===== src/rtl/snn_pkg.sv =====
// Shared types and constants for the SNN core and its step sequencer.
package snn_pkg;

  localparam int ALPHA = 8;
  localparam int TA = 2;
  localparam int N = 16;
  localparam int NW = $clog2(N);
  localparam int SEQ_SETTLE_DEFAULT = 8;

  typedef struct packed {
    logic [TA-1:0] block;
    logic [NW-1:0] neuron;
  } spike_req_t;

  typedef enum logic [2:0] {
    S_IDLE   = 3'd0,
    S_STEP   = 3'd1,
    S_SETTLE = 3'd2,
    S_DRAIN  = 3'd3,
    S_DONE   = 3'd4
  } seq_state_t;

endpackage


===== src/rtl/snn_spike_req_fifo.sv =====
// Synchronous FIFO of forced-spike requests with registered full/empty/ready flags.
module snn_spike_req_fifo
  import snn_pkg::*;
#(
  parameter int DEPTH = 8
) (
  input  logic       aclk,
  input  logic       aresetn,
  input  logic       push,
  input  logic       pop,
  input  spike_req_t wdata,
  output spike_req_t rdata,
  output logic       full,
  output logic       empty,
  output logic       ready
);

  localparam int AW = $clog2(DEPTH);

  spike_req_t mem [DEPTH];
  logic [AW:0] wr_ptr, rd_ptr, wr_next, rd_next, count_next;
  logic do_push, do_pop;

  assign do_push = push & ~full;
  assign do_pop  = pop & ~empty;

  always_comb begin
    wr_next    = wr_ptr + {{AW{1'b0}}, do_push};
    rd_next    = rd_ptr + {{AW{1'b0}}, do_pop};
    count_next = wr_next - rd_next;
  end

  // ready is a separate flop so it stays low while reset is asserted
  always_ff @(posedge aclk or negedge aresetn) begin
    if (!aresetn) begin
      wr_ptr <= '0;
      rd_ptr <= '0;
      full   <= 1'b0;
      empty  <= 1'b1;
      ready  <= 1'b0;
    end else begin
      wr_ptr <= wr_next;
      rd_ptr <= rd_next;
      full   <= (count_next == (AW+1)'(DEPTH));
      empty  <= (count_next == '0);
      ready  <= (count_next != (AW+1)'(DEPTH));
    end
  end

  always_ff @(posedge aclk) begin
    if (do_push) mem[wr_ptr[AW-1:0]] <= wdata;
  end

  assign rdata = mem[rd_ptr[AW-1:0]];

endmodule


===== src/rtl/snn_step_sequencer.sv =====
// Time-step scheduler for the SNN core: spike injection, settle gap, result drain.
// Optional drain watchdog enabled by defining SNN_SEQ_TIMEOUT_EN.
module snn_step_sequencer
  import snn_pkg::*;
#(
  parameter int ALPHA   = snn_pkg::ALPHA,
  parameter int TA      = snn_pkg::TA,
  parameter int NW      = $clog2(snn_pkg::N),
  parameter int SETTLE  = 8,
  parameter int QDEPTH  = 8,
  parameter int TIMEOUT = 2*ALPHA,
  parameter int STEPW   = 16
) (
  input  logic             aclk,
  input  logic             aresetn,
  input  logic             start,
  input  logic [STEPW-1:0] num_steps,
  input  logic             req_valid,
  output logic             req_ready,
  input  logic [TA-1:0]    req_block,
  input  logic [NW-1:0]    req_neuron,
  output logic             time_step,
  output logic             force_spike_en,
  output logic [TA-1:0]    force_spike_block_select,
  output logic [NW-1:0]    force_spike_neuron_select,
  input  logic             out_tvalid,
  input  logic             out_tlast,
  output logic             out_tready,
  output logic             busy,
  output logic             done,
  output logic             timeout_err,
  output logic [STEPW-1:0] steps_done
);

  localparam int CMAX = (ALPHA > SETTLE) ? ALPHA : SETTLE;
  localparam int CW = $clog2(CMAX + 1);

  seq_state_t state, next_state;
  logic [CW-1:0] cnt;
  logic [STEPW-1:0] num_q;
  logic last_beat, more_steps, timeout_hit, pop, fifo_full, fifo_empty;
  spike_req_t head, wreq;

  assign wreq = '{block: req_block, neuron: req_neuron};

  snn_spike_req_fifo #(.DEPTH(QDEPTH)) u_fifo (
    .aclk    (aclk),
    .aresetn (aresetn),
    .push    (req_valid & req_ready & ~fifo_full),
    .pop     (pop),
    .wdata   (wreq),
    .rdata   (head),
    .full    (fifo_full),
    .empty   (fifo_empty),
    .ready   (req_ready)
  );

  assign last_beat  = out_tvalid & out_tready & out_tlast;
  assign more_steps = ({1'b0, steps_done} + (STEPW+1)'(1)) < {1'b0, num_q};

  always_comb begin
    next_state = state;
    case (state)
      S_IDLE:   if (start) next_state = (num_steps == '0) ? S_DONE : S_STEP;
      S_STEP:   if (cnt == CW'(ALPHA - 1)) next_state = S_SETTLE;
      S_SETTLE: if (cnt == CW'(SETTLE - 1)) next_state = S_DRAIN;
      S_DRAIN: begin
        if (last_beat) next_state = more_steps ? S_STEP : S_DONE;
        else if (timeout_hit) next_state = S_DONE;
      end
      S_DONE:   next_state = S_IDLE;
      default:  next_state = S_IDLE;
    endcase
  end

  // One pop per step cycle, issued on the edge that starts that cycle
  assign pop = (next_state == S_STEP) & ~fifo_empty;

  always_ff @(posedge aclk or negedge aresetn) begin
    if (!aresetn) begin
      state      <= S_IDLE;
      cnt        <= '0;
      num_q      <= '0;
      steps_done <= '0;
    end else begin
      state <= next_state;
      if (next_state != state) cnt <= '0;
      else if (state == S_STEP || state == S_SETTLE) cnt <= cnt + CW'(1);
      if (state == S_IDLE && start) begin
        num_q      <= num_steps;
        steps_done <= '0;
      end else if (state == S_DRAIN && last_beat) begin
        steps_done <= steps_done + STEPW'(1);
      end
    end
  end

  // Outputs are decoded from next_state so they align with the state they belong to
  always_ff @(posedge aclk or negedge aresetn) begin
    if (!aresetn) begin
      time_step                 <= 1'b0;
      force_spike_en            <= 1'b0;
      force_spike_block_select  <= '0;
      force_spike_neuron_select <= '0;
      out_tready                <= 1'b0;
      busy                      <= 1'b0;
      done                      <= 1'b0;
    end else begin
      time_step      <= (next_state == S_STEP);
      force_spike_en <= pop;
      if (pop) begin
        force_spike_block_select  <= head.block;
        force_spike_neuron_select <= head.neuron;
      end
      out_tready <= (next_state == S_DRAIN);
      busy       <= (next_state != S_IDLE);
      done       <= (next_state == S_DONE);
    end
  end

`ifdef SNN_SEQ_TIMEOUT_EN
  localparam int TW = $clog2(TIMEOUT + 1);
  logic [TW-1:0] drain_cnt;

  assign timeout_hit = (state == S_DRAIN) & ~last_beat & (drain_cnt == TW'(TIMEOUT - 1));

  always_ff @(posedge aclk or negedge aresetn) begin
    if (!aresetn) begin
      drain_cnt   <= '0;
      timeout_err <= 1'b0;
    end else begin
      if (state == S_DRAIN && next_state == S_DRAIN) drain_cnt <= drain_cnt + TW'(1);
      else drain_cnt <= '0;
      if (state == S_IDLE && start) timeout_err <= 1'b0;
      else if (timeout_hit) timeout_err <= 1'b1;
    end
  end
`else
  assign timeout_hit = 1'b0;
  assign timeout_err = 1'b0;
`endif

endmodule


===== config.mk =====
export PLATFORM = sky130hd
export DESIGN_NAME = snn_step_sequencer
export DESIGN_NICKNAME = d
export VERILOG_FILES = /design/src/rtl/snn_pkg.sv /design/src/rtl/snn_spike_req_fifo.sv /design/src/rtl/snn_step_sequencer.sv
export SDC_FILE = /design/constraint.sdc
export NUM_CORES = 1
export LEC_CHECK = 0
export ABC_AREA = 1
export ABC_CLOCK_PERIOD_IN_PS = 3790
export BUFFER_PORTS_ARGS = -buffer_cell sky130_fd_sc_hd__buf_2
export CORE_ASPECT_RATIO = 1.25
export CORE_MARGIN = 2
export CORE_UTILIZATION = 53
export DETAILED_ROUTE_END_ITERATION = 6
export PLACE_DENSITY = 0.81
export RECOVER_POWER = 100
export SETUP_SLACK_MARGIN = 0.05
export SLEW_MARGIN = 0
export SYNTH_ARGS = -nofsm -noshare
export SYNTH_HDL_FRONTEND = slang
export SYNTH_SLANG_ARGS = --single-unit
export TNS_END_PERCENT = 10

===== constraint.sdc =====
create_clock -name aclk -period 3.79 [get_ports aclk]
set_input_delay 0.5685 -clock aclk [delete_from_list [all_inputs] [get_ports aclk]]
set_output_delay 0.5685 -clock aclk [all_outputs]
set_load 0.02 [all_outputs]

==> flow_summary.ini, run 1 <==
[hold_path]
hold_class = reg -> reg
hold_start = num_q[5]
holdPathStages = 2

[global_routing]
track_usage_pct = 24.3
gr-total-overflow = 0
grt_pass1_vias = 4390
grt_pass1_wl_um = 20000
grt_max_degree = 37
antenna_found_initial = 0

[detailed_routing]
wl_per_cell_um = 16.6
viasPerCell = 5.48
dr.first_iter.drc_count = 312
wl_met1_um = 4560
dr.pass1.iters = 5
drcViolationCount = 0
highest_layer = met4
routed_wl_um = 12700
num_vias = 4203
detail-route-antenna-nets = 0
dr_wl_met2_um = 6770
dr_wl_met3_um = 719

[run_status]
status = finished, violations left
violations = max-capacitance violations, max-slew violations, negative setup slack

[setup_path]
startpoint_type = flop
critPathMaxStageDelay_ps = 430
r2r-start = steps_done[0]
worst-setup-path-type = reg -> reg
path_buf_inv = 6
r2r_cells = 28
slowest_stage = dfrtp_2
cpMostUsedCell = ha_4
end_kind = flop
arrival_ps = 4230
rrSetupSlack_ps = -150
required_ps = 4080
cp.depth = 28
cp_top_family = simple AND/OR/NAND/NOR gates
cp-startpoint = steps_done[0]
critPathMaxFanout = 3

[power]
power_w = 0.00491
irDropWorstVdd_v = 0.000461
pwr_density_cell_mw_per_mm2 = 752
p_leak_nw = 3.06

[floorplan]
row_count = 40
die_area_sq_mm = 0.0106
die_h_um = 115
io_pins = 57
core_area_sq_mm = 0.00956
die_w_um = 92.5
initial_core_util_pct = 54.3

[yosys]
synth_edf_count = 48
ys_ff_latch = 109
synthSimpleGateAreaFrac_pct = 16.8
syn_area_sq_mm = 0.00519
synth-adder-area-share_pct = 5.79
synth_warnings = 0
synthCells = 536
yosysTopAreaCellShare_pct = 28.9
syn_avg_cell_area_sq_um = 9.68
synth_area_leaders = dfrtp_1 29%, edfxtp_1 28%, nand2_1 8.4%
synth_most_common_cell = nand2_1
synth_compound_area_share_pct = 9.60
syn_nets = 588
synth_common_cells = 116 x nand2_1, 80 x inv_1, 60 x dfrtp_1
synth_top_cell_by_area = dfrtp_1
synth_top_flop_cell = dfrtp_1
synth_xor_xnor_area_share_pct = 3.21
async_flop_share_pct = 56.0
synth_top_family_by_area = simple AND/OR/NAND/NOR gates
synth_seq_area_share_pct = 57.2
post_synth_mux_area_share_pct = 0.193
ys_types = 36

[sta]
timing.final.crit_period_ps = 3940
rsz0062_at_grt = true
hold_viol_final = 0
setup_viol = 7
fin_ws_ps = -152
fin_crit_sh_pct = 104
hold_slack_ps = 491
clock_skew_ps = 9.41
worstMarginPinSlew_ps = 1960
maxSlewViolCount = 37
maxSlewHeadroom_pct = -30.8
tns_ps = -478
fmax_mhz = 254

[clock_tree]
h-tree-depth = 3
cts_tree = yes
cts.sinks = 109
cts_buffers = 9
hold_buffers = 0
clock_path_buffers = 2
clk_pin_slew_ps = 70
clock_latency_ps = 350
cts_root_buf = clkbuf_16

[placed_design]
dp_slack_ps = -229
port-buffer-count = 55
routabilityCongestion = 0.884
hpwl_um = 7740

[flow_run]
maxCapViolations = 1

[finish]
nFillCells = 646
nets = 688
antennaDiodeCount = 0
fin_util_pct = 68.4
syn2layout_area_growth_pct = 26.0
drive_above_1_share_pct = 25.9
-- worst min-delay path: cells and delay by family, from the launching register on --
kind / cells / cell delay [ps]
AOI/OAI and AO/OA: 1 / 60
and+or+nand+nor: 1 / 50
DFF: 1 / 350
-- routing by layer --
metal / global-route usage, % / vias to the layer above
met2: 44.4 / 184
met1: 25.7 / 1999
li1: - / 1963
met3: 5.27 / 57
met5: 0 / -
met4: 13.5 / 0
-- path summary, 6_finish.rpt --
kind | endpoint
min in group asynchronous | steps_done[0]
setup / recovery | u_fifo.full
setup reg to reg | u_fifo.full
hold reg to reg | num_q[5]
max in group asynchronous | state[0]
hold / removal | num_q[5]
-- kinds of logic (layout without fill, tap and decap cells) --
group | Yosys count | in the layout
and+or+nand+nor | 200 | 200
AOI/OAI and AO/OA | 86 | 86
other | 1 | 1
xor gates and xnor gates | 19 | 19
muxes | 1 | 1
adders and majority gates | 24 | 24
DFF | 109 | 109
buffers and inverters | 96 | 201
-- state kept, by name, summed over array words and instances (netlist names) --
name	cells
u_fifo.wr_ptr	4
force_spike_neuron_select	4
done	1
force_spike_block_select	2
u_fifo.rd_ptr	4
u_fifo.empty	1
steps_done	16
u_fifo.ready	1
busy	1
num_q	16
cnt	4
out_tready	1
time_step	1
u_fifo.mem	48
force_spike_en	1
u_fifo.full	1
state	3
-- what timing repair did --
item | in CTS | in global routing
setup buffers | 26 | 9
gates cloned | 0 | 0
endpoints found under the setup margin | 3 | 10
gates resized for setup | 16 | 41
pin swaps | 14 | 24
-- power breakdown --
group | switching [W] | internal [W] | leakage, nW
Sequential | 0.000183 | 0.00154 | 1.21
Combinational | 0.00132 | 0.000852 | 1.69
Clock | 0.000478 | 0.000540 | 0.162
-- cell usage in the layout, fill, tap and decap left out, types with 2 or more instances in the layout --
cell type | netlist | layout
nand2_1 | 116 | 108
inv_1 | 80 | 72
dfrtp_1 | 60 | 56
edfxtp_1 | 48 | 48
o21ai_0 | 47 | 46
buf_4 | 1 | 45
buf_2 | 0 | 41
nor2_1 | 39 | 34
ha_1 | 24 | 16
clkbuf_1 | 11 | 15
a21oi_1 | 15 | 13
nand4_1 | 12 | 12
xor2_1 | 15 | 11
o22ai_1 | 11 | 11
nand3_1 | 15 | 10
clkbuf_16 | 0 | 9
inv_2 | 2 | 8
ha_4 | 0 | 8
nor2_4 | 0 | 6
a32o_1 | 6 | 6
nand2_2 | 1 | 5
nand3_2 | 2 | 5
nor3_1 | 7 | 5
nand2_4 | 0 | 4
xor2_2 | 0 | 4
xnor2_1 | 4 | 4
clkinv_8 | 0 | 4
dfrtp_2 | 0 | 4
nand3_4 | 1 | 3
nor2_2 | 4 | 3
inv_4 | 0 | 2
a22o_2 | 2 | 2
nor3_2 | 0 | 2
inv_6 | 0 | 2
-- through the flow --
| step | std cells | instance area, sq um |
|---|---|---|
| 2_1_floorplan | 536 | 5220 |
| 3_3_place_gp | 717 | 5690 |
| 3_5_place_dp | 717 | 5690 |
| 4_1_cts | 759 | 6320 |
| 5_1_grt | 767 | 6540 |
| 6_report | 767 | 6540 |
-- area by class of cell --
class | count | area (sq um) | share of cell area [%]
clock buffers | 9 | 225 | 3.45
clock inverters | 7 | 113 | 1.72
inverters | 84 | 325 | 4.98
multi-input cells | 331 | 2140 | 32.8
flip-flops and latches | 109 | 2970 | 45.5
well taps | 126 | 158 | 2.41
repair buffers | 101 | 599 | 9.17
(Power assumes the default switching activity.)
==> run 2: changes to the inputs <==
Settings changed: CELL_PAD_IN_SITES_DETAIL_PLACEMENT set to 0, CELL_PAD_IN_SITES_GLOBAL_PLACEMENT set to 1, CORE_UTILIZATION 53 to 41.
==> flow_summary.ini, run 2 (synthesis results as in run 1) <==
[clock_tree]
cts_tree = yes
cts_buffers = 9
clk_pin_slew_ps = 80
clock_latency_ps = 350
h-tree-depth = 3
cts.sinks = 109
clock_path_buffers = 2
cts_root_buf = clkbuf_16

[power]
pwr-share-comb_pct = 43.1
irDropWorstVdd_v = 0.000457
clkPwrFrac_pct = 19.7
pwr_density_cell_mw_per_mm2 = 739
p_int_w = 0.00277
p_leak_nw = 2.86
seqPwrFrac_pct = 37.1
power_w = 0.00459
p_sw_share_pct = 39.7
p_switching_w = 0.00182

[global_routing]
grt_pass1_wl_um = 18200
gr-total-overflow = 0
track_usage_pct = 16.8
antenna_found_initial = 0
grt_max_degree = 40
grt_pass1_vias = 3782

[detailed_routing]
num_vias = 3849
dr.first_iter.drc_count = 181
viasPerCell = 4.91
wl_per_cell_um = 13.9
detail-route-antenna-nets = 0
dr.pass1.iters = 7
drcViolationCount = 0
routed_wl_um = 10900

[run_status]
status = completed

[hold_path]
hold_class = in -> reg
holdPathStages = 3
hold_start = num_steps[0]
holdPathEnd = num_q[0]

[setup_path]
cp_top_family = simple AND/OR/NAND/NOR gates
startpoint_type = flop
worst-setup-path-type = reg -> reg
cpMostUsedCell = ha_4
reg2reg_to = u_fifo.empty
end_kind = flop
path_buf_inv = 5
critPathMaxFanout = 3
required_ps = 4070
r2r_cells = 27
r2r-start = steps_done[1]
critPathMaxStageDelay_ps = 430
rrSetupSlack_ps = 70
slowest_stage = dfrtp_2
arrival_ps = 3990

[floorplan]
initial_core_util_pct = 42.3
core_area_sq_mm = 0.0123
die_area_sq_mm = 0.0136
io_pins = 57
row_count = 45
die_w_um = 105
die_h_um = 130

[sta]
setup_viol = 0
fin_crit_sh_pct = 98.1
hold_slack_ps = 482
maxSlewViolCount = 0
clock_skew_ps = 7.19
rsz0062_at_grt = true
hold_viol_final = 0
fmax_mhz = 269
maxSlewHeadroom_pct = 6.38
fin_ws_ps = 70.2
worstMarginPinSlew_ps = 1400
timing.final.crit_period_ps = 3720

[finish]
final_cell_mix = 113 x nand2_1, 76 x inv_1, 57 x dfrtp_1
antennaDiodeCount = 0
largest_reg_flops = 48
final_common_cell = nand2_1
nets = 667
syn2layout_area_growth_pct = 19.8
drive_above_1_share_pct = 18.1

[placed_design]
hpwl_um = 7940
routabilityCongestion = 0.865
dp_slack_ps = -190
port-buffer-count = 55

[flow_run]
maxCapViolations = 0
-- run 2: changes by cell type in the layout (fill, tap and decap cells not counted), moves of 3 or more --
cell,previous run,this run
buf_2,41,31
buf_4,45,22
clkbuf_1,15,26
clkinv_8,4,0
inv_1,72,76
nand2_1,108,113
nand2_4,4,0
nand3_1,10,14
nand3_2,5,2
nor2_4,6,3
-- run 2: metal layers --
layer | GRT usage (%) | share of wire (%)
met4 | 5.88 | 0.68
met2 | 29.2 | 51
met3 | 3.35 | 4.7
met1 | 21.3 | 43
met5 | 0 | 0
-- run 2: through the flow --
step	utilization (%)	setup TNS (ps)	instance area, sq um	cells
floorplan	-	0	5220	536
global placement	46.9	-246	5750	757
detailed placement	46.9	-548	5750	757
CTS	50.2	0	6160	777
global route	50.6	-508	6210	784
finish	50.6	0	6210	784
-- run 2: power groups by stage --
stage	sequential (W)	clock (W)	combinational [W]
2_1_floorplan	0.00175	0	0.00121
6_report	0.00171	0.000907	0.00198
4_1_cts	0.00170	0.000931	0.00196
5_1_grt	0.00174	0.000972	0.00223
3_5_place_dp	0.00172	0	0.00174
3_3_place_gp	0.00171	0	0.00168
-- run 2: how the worst max path moves through the flow --
stage                  startpoint            to  slack, ps  cells after the start
finish              steps_done[1]  u_fifo.empty         70                     27
global route        steps_done[0]  u_fifo.empty       -210                     26
CTS                 steps_done[1]   u_fifo.full         50                     27
detailed placement  steps_done[1]  u_fifo.ready       -190                     26
global placement    steps_done[1]  u_fifo.empty       -100                     25
floorplan           steps_done[0]  u_fifo.ready         50                     27
-- run 2: area by class of cell --
| cell class | count | area, sq um |
|---|---|---|
| Clock buffer | 9 | 225 |
| Multi-Input combinational cell | 331 | 2010 |
| Fill cell | 1185 | 6060 |
| Inverter | 84 | 320 |
| Timing Repair Buffer | 80 | 423 |
| Tap cell | 164 | 205 |
| Clock inverter | 7 | 58.8 |
| Sequential cell | 109 | 2970 |
-- run 2: timing repair --
action	CTS	global route
pin swaps	18	16
hold buffers	0	0
setup buffers	4	7
cloned	0	0
hold endpoints to repair	0	0
setup endpoints to repair	3	3
resized for setup	16	7
-- run 2: tightest hold or removal path, delay by kind of cell --
family / cells / cell delay, ps
compound gates: 1 / 70
buf+inv: 2 / 150
